[config.mk]
export PLATFORM = sky130hd
export DESIGN_NAME = video_ts_sched
export DESIGN_NICKNAME = d
export VERILOG_FILES = /design/src/rtl/video_ts_sched.sv
export SDC_FILE = /design/constraint.sdc
export NUM_CORES = 1
export LEC_CHECK = 0
export BUFFER_PORTS_ARGS = -buffer_cell sky130_fd_sc_hd__clkbuf_2
export CAP_MARGIN = 20
export CORE_MARGIN = 2
export CORE_UTILIZATION = 46
export DETAILED_ROUTE_END_ITERATION = 16
export PLACE_DENSITY = 0.69
export SKIP_LAST_GASP = 1
export SLEW_MARGIN = 15
export SYNTH_ARGS = -nofsm -noshare
export SYNTH_HDL_FRONTEND = slang
export SYNTH_SLANG_ARGS = --single-unit
[constraint.sdc]
create_clock -name clk -period 5.4 [get_ports clk]
set_clock_uncertainty 0.05 [all_clocks]
set_input_delay 1.08 -clock clk [delete_from_list [all_inputs] [get_ports clk]]
set_output_delay 1.08 -clock clk [all_outputs]
set_load 0.05 [all_outputs]
[src/rtl/video_ts_sched.sv]
// video_ts_sched: task scheduler between tile/sprite fetch and the TS-line
// renderer. Render tasks are buffered in a small FIFO. One renderer start
// strobe is issued per task whenever the renderer is ready. The end of each
// line's task list is tracked, line completion is reported, and the number
// of issued tasks is counted.
module video_ts_sched #(
  parameter int DEPTH_LOG2 = 2
) (
  input  logic       clk,
  input  logic       reset_n,
  input  logic       line_start,
  input  logic       task_valid,
  output logic       task_ready,
  input  logic       task_last,
  input  logic [8:0] task_x_coord,
  input  logic [2:0] task_x_size,
  input  logic       task_flip,
  input  logic [5:0] task_addr,
  input  logic [8:0] task_line,
  input  logic [7:0] task_page,
  input  logic [3:0] task_pal,
  output logic       tsr_reset,
  output logic       tsr_go,
  output logic [8:0] tsr_x_coord,
  output logic [2:0] tsr_x_size,
  output logic       tsr_flip,
  output logic [5:0] tsr_addr,
  output logic [8:0] tsr_line,
  output logic [7:0] tsr_page,
  output logic [3:0] tsr_pal,
  input  logic       mem_rdy,
  output logic       busy,
  output logic       line_done,
  output logic [7:0] task_cnt
);

  localparam int DEPTH = 1 << DEPTH_LOG2;
  localparam int PW    = DEPTH_LOG2 + 1;

  typedef struct packed {
    logic       last;
    logic [8:0] x_coord;
    logic [2:0] x_size;
    logic       flip;
    logic [5:0] addr;
    logic [8:0] line;
    logic [7:0] page;
    logic [3:0] pal;
  } entry_t;

  typedef enum logic [2:0] {
    S_IDLE,
    S_RUN,
    S_CLOSED,
    S_DRAIN,
    S_DONE
  } state_t;

  state_t          state_q, state_d;
  logic [PW-1:0]   wr_ptr_q, wr_ptr_d;
  logic [PW-1:0]   rd_ptr_q, rd_ptr_d;
  logic [7:0]      task_cnt_q, task_cnt_d;
  entry_t          mem_q [DEPTH];

  entry_t          head;
  entry_t          wr_entry;
  logic            full;
  logic            empty;
  logic            push;
  logic            pop_last;

  // FIFO head drives the renderer fields directly; there is no bypass path.
  assign head        = mem_q[rd_ptr_q[DEPTH_LOG2-1:0]];
  assign tsr_x_coord = head.x_coord;
  assign tsr_x_size  = head.x_size;
  assign tsr_flip    = head.flip;
  assign tsr_addr    = head.addr;
  assign tsr_line    = head.line;
  assign tsr_page    = head.page;
  assign tsr_pal     = head.pal;
  assign task_cnt    = task_cnt_q;

  assign wr_entry = '{last:    task_last,
                      x_coord: task_x_coord,
                      x_size:  task_x_size,
                      flip:    task_flip,
                      addr:    task_addr,
                      line:    task_line,
                      page:    task_page,
                      pal:     task_pal};

  // FIFO flags and the two handshakes (producer accept, renderer issue).
  always_comb begin
    empty      = (wr_ptr_q == rd_ptr_q);
    full       = (wr_ptr_q[PW-1] != rd_ptr_q[PW-1]) &&
                 (wr_ptr_q[DEPTH_LOG2-1:0] == rd_ptr_q[DEPTH_LOG2-1:0]);
    task_ready = (state_q == S_RUN) && !full && !line_start;
    push       = task_valid && task_ready;
    tsr_go     = ((state_q == S_RUN) || (state_q == S_CLOSED)) &&
                 !empty && mem_rdy && !line_start;
    pop_last   = tsr_go && head.last;
    tsr_reset  = line_start || (state_q == S_IDLE);
    busy       = (state_q == S_RUN) || (state_q == S_CLOSED) ||
                 (state_q == S_DRAIN);
  end

  // Line sequencing, pointer updates and the saturating issue counter.
  always_comb begin
    // NOTE: every signal written here gets a default first so no path
    // leaves it unassigned, which would otherwise infer a latch.
    state_d    = state_q;
    wr_ptr_d   = wr_ptr_q;
    rd_ptr_d   = rd_ptr_q;
    task_cnt_d = task_cnt_q;
    line_done  = 1'b0;

    if (line_start) begin
      // Flush and re-arm; any job in flight is killed through tsr_reset.
      state_d    = S_RUN;
      wr_ptr_d   = '0;
      rd_ptr_d   = '0;
      task_cnt_d = '0;
    end else begin
      if (push) wr_ptr_d = wr_ptr_q + 1'b1;
      if (tsr_go) begin
        rd_ptr_d = rd_ptr_q + 1'b1;
        if (task_cnt_q != 8'hFF) task_cnt_d = task_cnt_q + 8'd1;
      end

      unique case (state_q)
        S_RUN: begin
          if (pop_last)                state_d = S_DRAIN;
          else if (push && task_last)  state_d = S_CLOSED;
        end
        S_CLOSED: begin
          if (pop_last) state_d = S_DRAIN;
        end
        S_DRAIN: begin
          // The renderer drops mem_rdy after a go; its return marks the end
          // of the last task's DRAM fetch.
          if (mem_rdy) begin
            state_d   = S_DONE;
            line_done = 1'b1;
          end
        end
        S_IDLE, S_DONE: state_d = state_q;
        default:        state_d = S_IDLE;
      endcase
    end
  end

  // State, pointer and counter registers.
  always_ff @(posedge clk or negedge reset_n) begin
    if (!reset_n) begin
      state_q    <= S_IDLE;
      wr_ptr_q   <= '0;
      rd_ptr_q   <= '0;
      task_cnt_q <= '0;
    end else begin
      // NOTE: non-blocking assignments so every register samples the values
      // from before this edge, independent of statement order.
      state_q    <= state_d;
      wr_ptr_q   <= wr_ptr_d;
      rd_ptr_q   <= rd_ptr_d;
      task_cnt_q <= task_cnt_d;
    end
  end

  // Task storage; written on accept.
  always_ff @(posedge clk or negedge reset_n) begin
    if (!reset_n) begin
      // NOTE: the storage is reset deliberately so the head fields read zero
      // after reset; a line flush only moves the pointers.
      for (int i = 0; i < DEPTH; i++) mem_q[i] <= '0;
    end else if (push) begin
      mem_q[wr_ptr_q[DEPTH_LOG2-1:0]] <= wr_entry;
    end
  end

endmodule
==> impl_metrics.json <==
{
  "power_switching_share_pct": 36.10,
  "cts.clk_slew.worst_paths_ns": 0.06,
  "slew_viol_final": 0,
  "maxSlewHeadroom_pct": 40.17,
  "critPathKind": "reg -> out",
  "cts_htree_levels": 4,
  "synth.net_count": 565,
  "via_count_of_the_first_global_routing_pass": 5201,
  "max_cap_viol_count": 0,
  "antenna_found_initial": 1,
  "detail_route.first_pass.iterations": 4,
  "worstHoldPathType": "reg -> reg",
  "synthArstFlopShare_pct": 100.0,
  "yosys-top-cells-area": "sky130_fd_sc_hd__dfrtp_1, sky130_fd_sc_hd__mux2_2, sky130_fd_sc_hd__mux4_2",
  "overflow_after_grt": 0,
  "critical_path.max_fanout": 26,
  "final_nets": 658,
  "drc": 0,
  "drive_gt1_share_pct": 49.92,
  "max_freq_mhz": 272.4,
  "synth_sequential_area_ratio_pct": 55.03,
  "tritoncts_clock_tree": "built",
  "power_switching_mw": 2.040,
  "leakage_nw": 4.295,
  "timing.critical_path.to_type": "primary output",
  "floorplan.io_pins": 99,
  "via_per_inst": 5.534,
  "grt.total_usage_pct": 18.92,
  "vdd_drop_max_mv": 0.3887,
  "synth_top_cell_by_area": "sky130_fd_sc_hd__dfrtp_1",
  "area_delta_synth_final_pct": 15.26,
  "synth.ff_latch_count": 181,
  "outcome": "finished clean",
  "antenna_cells_inserted": 0,
  "ys.warnings.count": 0,
  "min_period_ns": 3.671,
  "clockBufferDepth": 2,
  "chipWidth_um": 137.8,
  "post-cts-setup-buffer-count": 0,
  "finalHoldWorstSlack_ns": 0.4305,
  "postCtsHoldBufs": 0,
  "grt_pass1_wl_um": 26940,
  "power_frac_clock_pct": 24.6,
  "wl_per_cell_um": 19.52,
  "setup-tns-final_ns": 0,
  "route.vias.total": 4671,
  "synth_edf_count": 0,
  "initial_core_util_pct": 47.26,
  "number_of_hold_violations_in_the_final_report": 0,
  "yosysTopAreaCellShare_pct": 55.03,
  "internal_power_mw": 3.612,
  "synth_top_flop_cell": "sky130_fd_sc_hd__dfrtp_1",
  "synth.distinct_cells": 42,
  "cts.sinks": 181,
  "seq_power_share_pct": 38.2,
  "clkLatencyLatePin_ns": 0.42,
  "hpwl_um": 10640,
  "power.combinational.fraction_pct": 37.2,
  "grt_start_max_net_pins": 76,
  "cts-resized-gates": 0,
  "post_synth_instance_area_sq_mm": 0.008230,
  "final_antenna_net_count": 0,
  "wl_um": 16470,
  "design.core.area_sq_mm": 0.01742,
  "pwr_density_cell_mw_per_mm2": 595.8,
  "worstMarginPinSlew_ns": 0.8975,
  "finalWeightedCongestion": 0.7545,
  "rsz0062_at_grt": "no",
  "io_buffer_count": 98,
  "die_h_um": 137.8,
  "inserted_clock_buffers": 17,
  "die-area_sq_mm": 0.01898,
  "synth_cells": 513,
  "synth.avg_cell_area_sq_um": 16.04,
  "clock_root_buffer": "sky130_fd_sc_hd__clkbuf_16",
  "drt_iter0_drc": 157,
  "row_count": 48,
  "final_min_period_over_clock_period_pct": 67.98,
  "cp.arrival_ns": 2.54,
  "setup_viol": 0,
  "critPathRequiredTime_ns": 4.27,
  "cp-start-kind": "register"
}
-- critical path, cell delays in order (launching register included) --
cell and delay [ns]:
sky130_fd_sc_hd__dfrtp_4 0.68, sky130_fd_sc_hd__buf_4 0.56, sky130_fd_sc_hd__mux4_2 0.61, sky130_fd_sc_hd__clkbuf_2 0.26
-- cell families (layout without fill, tap and decap cells) --
kind of cell             Yosys count  count (layout)  synth area share (%)
multiplexers                     209             209                 34.17
flip-flops                       181             181                 55.03
AND/OR/NAND/NOR                   50              50                 3.162
buffers and inverters             36             142                 3.375
AO/OA/AOI/OAI                     24              24                 2.417
XOR/XNOR                           7               7                0.9273
adder cells (fa/ha/maj)            6               6                0.9121
-- cells in the mapped netlist, types with 2 or more instances --
| cell type | instances |
|---|---|
| sky130_fd_sc_hd__mux4_2 | 41 |
| sky130_fd_sc_hd__nand2_1 | 11 |
| sky130_fd_sc_hd__buf_4 | 4 |
| sky130_fd_sc_hd__mux2i_1 | 2 |
| sky130_fd_sc_hd__a31oi_1 | 2 |
| sky130_fd_sc_hd__dfrtp_1 | 181 |
| sky130_fd_sc_hd__inv_1 | 4 |
| sky130_fd_sc_hd__mux2_1 | 46 |
| sky130_fd_sc_hd__nor2b_1 | 3 |
| sky130_fd_sc_hd__nor3_1 | 4 |
| sky130_fd_sc_hd__xnor2_1 | 4 |
| sky130_fd_sc_hd__buf_2 | 6 |
| sky130_fd_sc_hd__o31ai_1 | 2 |
| sky130_fd_sc_hd__and2_1 | 3 |
| sky130_fd_sc_hd__a21oi_1 | 7 |
| sky130_fd_sc_hd__a311oi_1 | 2 |
| sky130_fd_sc_hd__a41oi_1 | 2 |
| sky130_fd_sc_hd__mux2_2 | 120 |
| sky130_fd_sc_hd__ha_1 | 6 |
| sky130_fd_sc_hd__nor2_1 | 12 |
| sky130_fd_sc_hd__buf_6 | 16 |
| sky130_fd_sc_hd__and3_1 | 5 |
| sky130_fd_sc_hd__xnor2_2 | 2 |
| sky130_fd_sc_hd__or4_1 | 2 |
| sky130_fd_sc_hd__nand3_1 | 4 |
| sky130_fd_sc_hd__clkbuf_1 | 5 |
| sky130_fd_sc_hd__a211oi_1 | 2 |
-- power by group through the flow --
stage / clock network [mW] / logic (mW) / registers (mW)
after floorplan: 0 / 1.77 / 2.07
after global placement: 0 / 2.08 / 2.14
final: 1.39 / 2.10 / 2.16
after global routing: 1.48 / 2.24 / 2.24
after detailed placement: 0 / 2.13 / 2.19
after CTS: 1.42 / 2.13 / 2.17
-- path summary, 6_finish.rpt --
kind | startpoint | to | slack, ns | depth (start not counted)
setup / recovery | rd_ptr_q[0] | tsr_x_coord[7] | 1.73 | 3
min in group asynchronous | reset_n | mem_q[48] | 0.61 | 1
setup reg to reg | rd_ptr_q[0] | mem_q[93] | 2.45 | 5
hold / removal | mem_q[47] | mem_q[47] | 0.43 | 1
max in group asynchronous | reset_n | mem_q[98] | 3.50 | 2
hold reg to reg | mem_q[47] | mem_q[47] | 0.43 | 1
-- layout make-up --
cell class,count,area [sq um]
sequential,181,4534
tap,225,281.5
timing repair buffer,106,556.8
fill,1428,7930
multi-input combinational,296,3427
inverter,4,15.01
clock inverter,13,229.0
clock buffer,19,442.9
-- per-layer routing --
metal	routed length [um]	global-route usage [%]
met1	7427	24.50
met2	8264	31.70
met3	707	5.224
met4	60	4.705
met5	15	0
-- cells in the final DEF, fill, tap and decap left out, drive strengths merged, types with 3 or more instances in the layout --
cell type,netlist,routed
nor3,4,4
xnor2,6,6
a21oi,7,7
ha,6,6
a311oi,4,4
mux4,41,41
bufinv,0,6
nand3,4,4
mux2,166,166
clkbuf,5,116
and2,3,3
buf,27,9
clkinvlp,0,4
nand2,11,11
and3,5,5
nor2,12,12
inv,4,4
a31oi,3,3
clkinv,0,3
dfrtp,181,181
nor2b,3,3
-- flip-flops by register name (all words and copies together), names as in the netlist --
| signal | cells |
|---|---|
| mem_q | 164 |
| task_cnt | 8 |
| rd_ptr_q | 3 |
| state_q | 3 |
| wr_ptr_q | 3 |
-- per-stage QoR --
step | power, mW | util (%) | setup WS, ns | instance area, sq um | cells
after floorplan | 3.840 | - | 2.063 | 8230 | 513
after global placement | 4.226 | 50.61 | 2.099 | 8815 | 812
after detailed placement | 4.322 | 50.61 | 2.037 | 8815 | 812
after CTS | 5.725 | 54.47 | 1.616 | 9487 | 844
after global routing | 5.956 | 54.47 | 1.521 | 9487 | 844
final | 5.652 | 54.47 | 1.729 | 9487 | 844
Power figures use the tool's default switching activity.
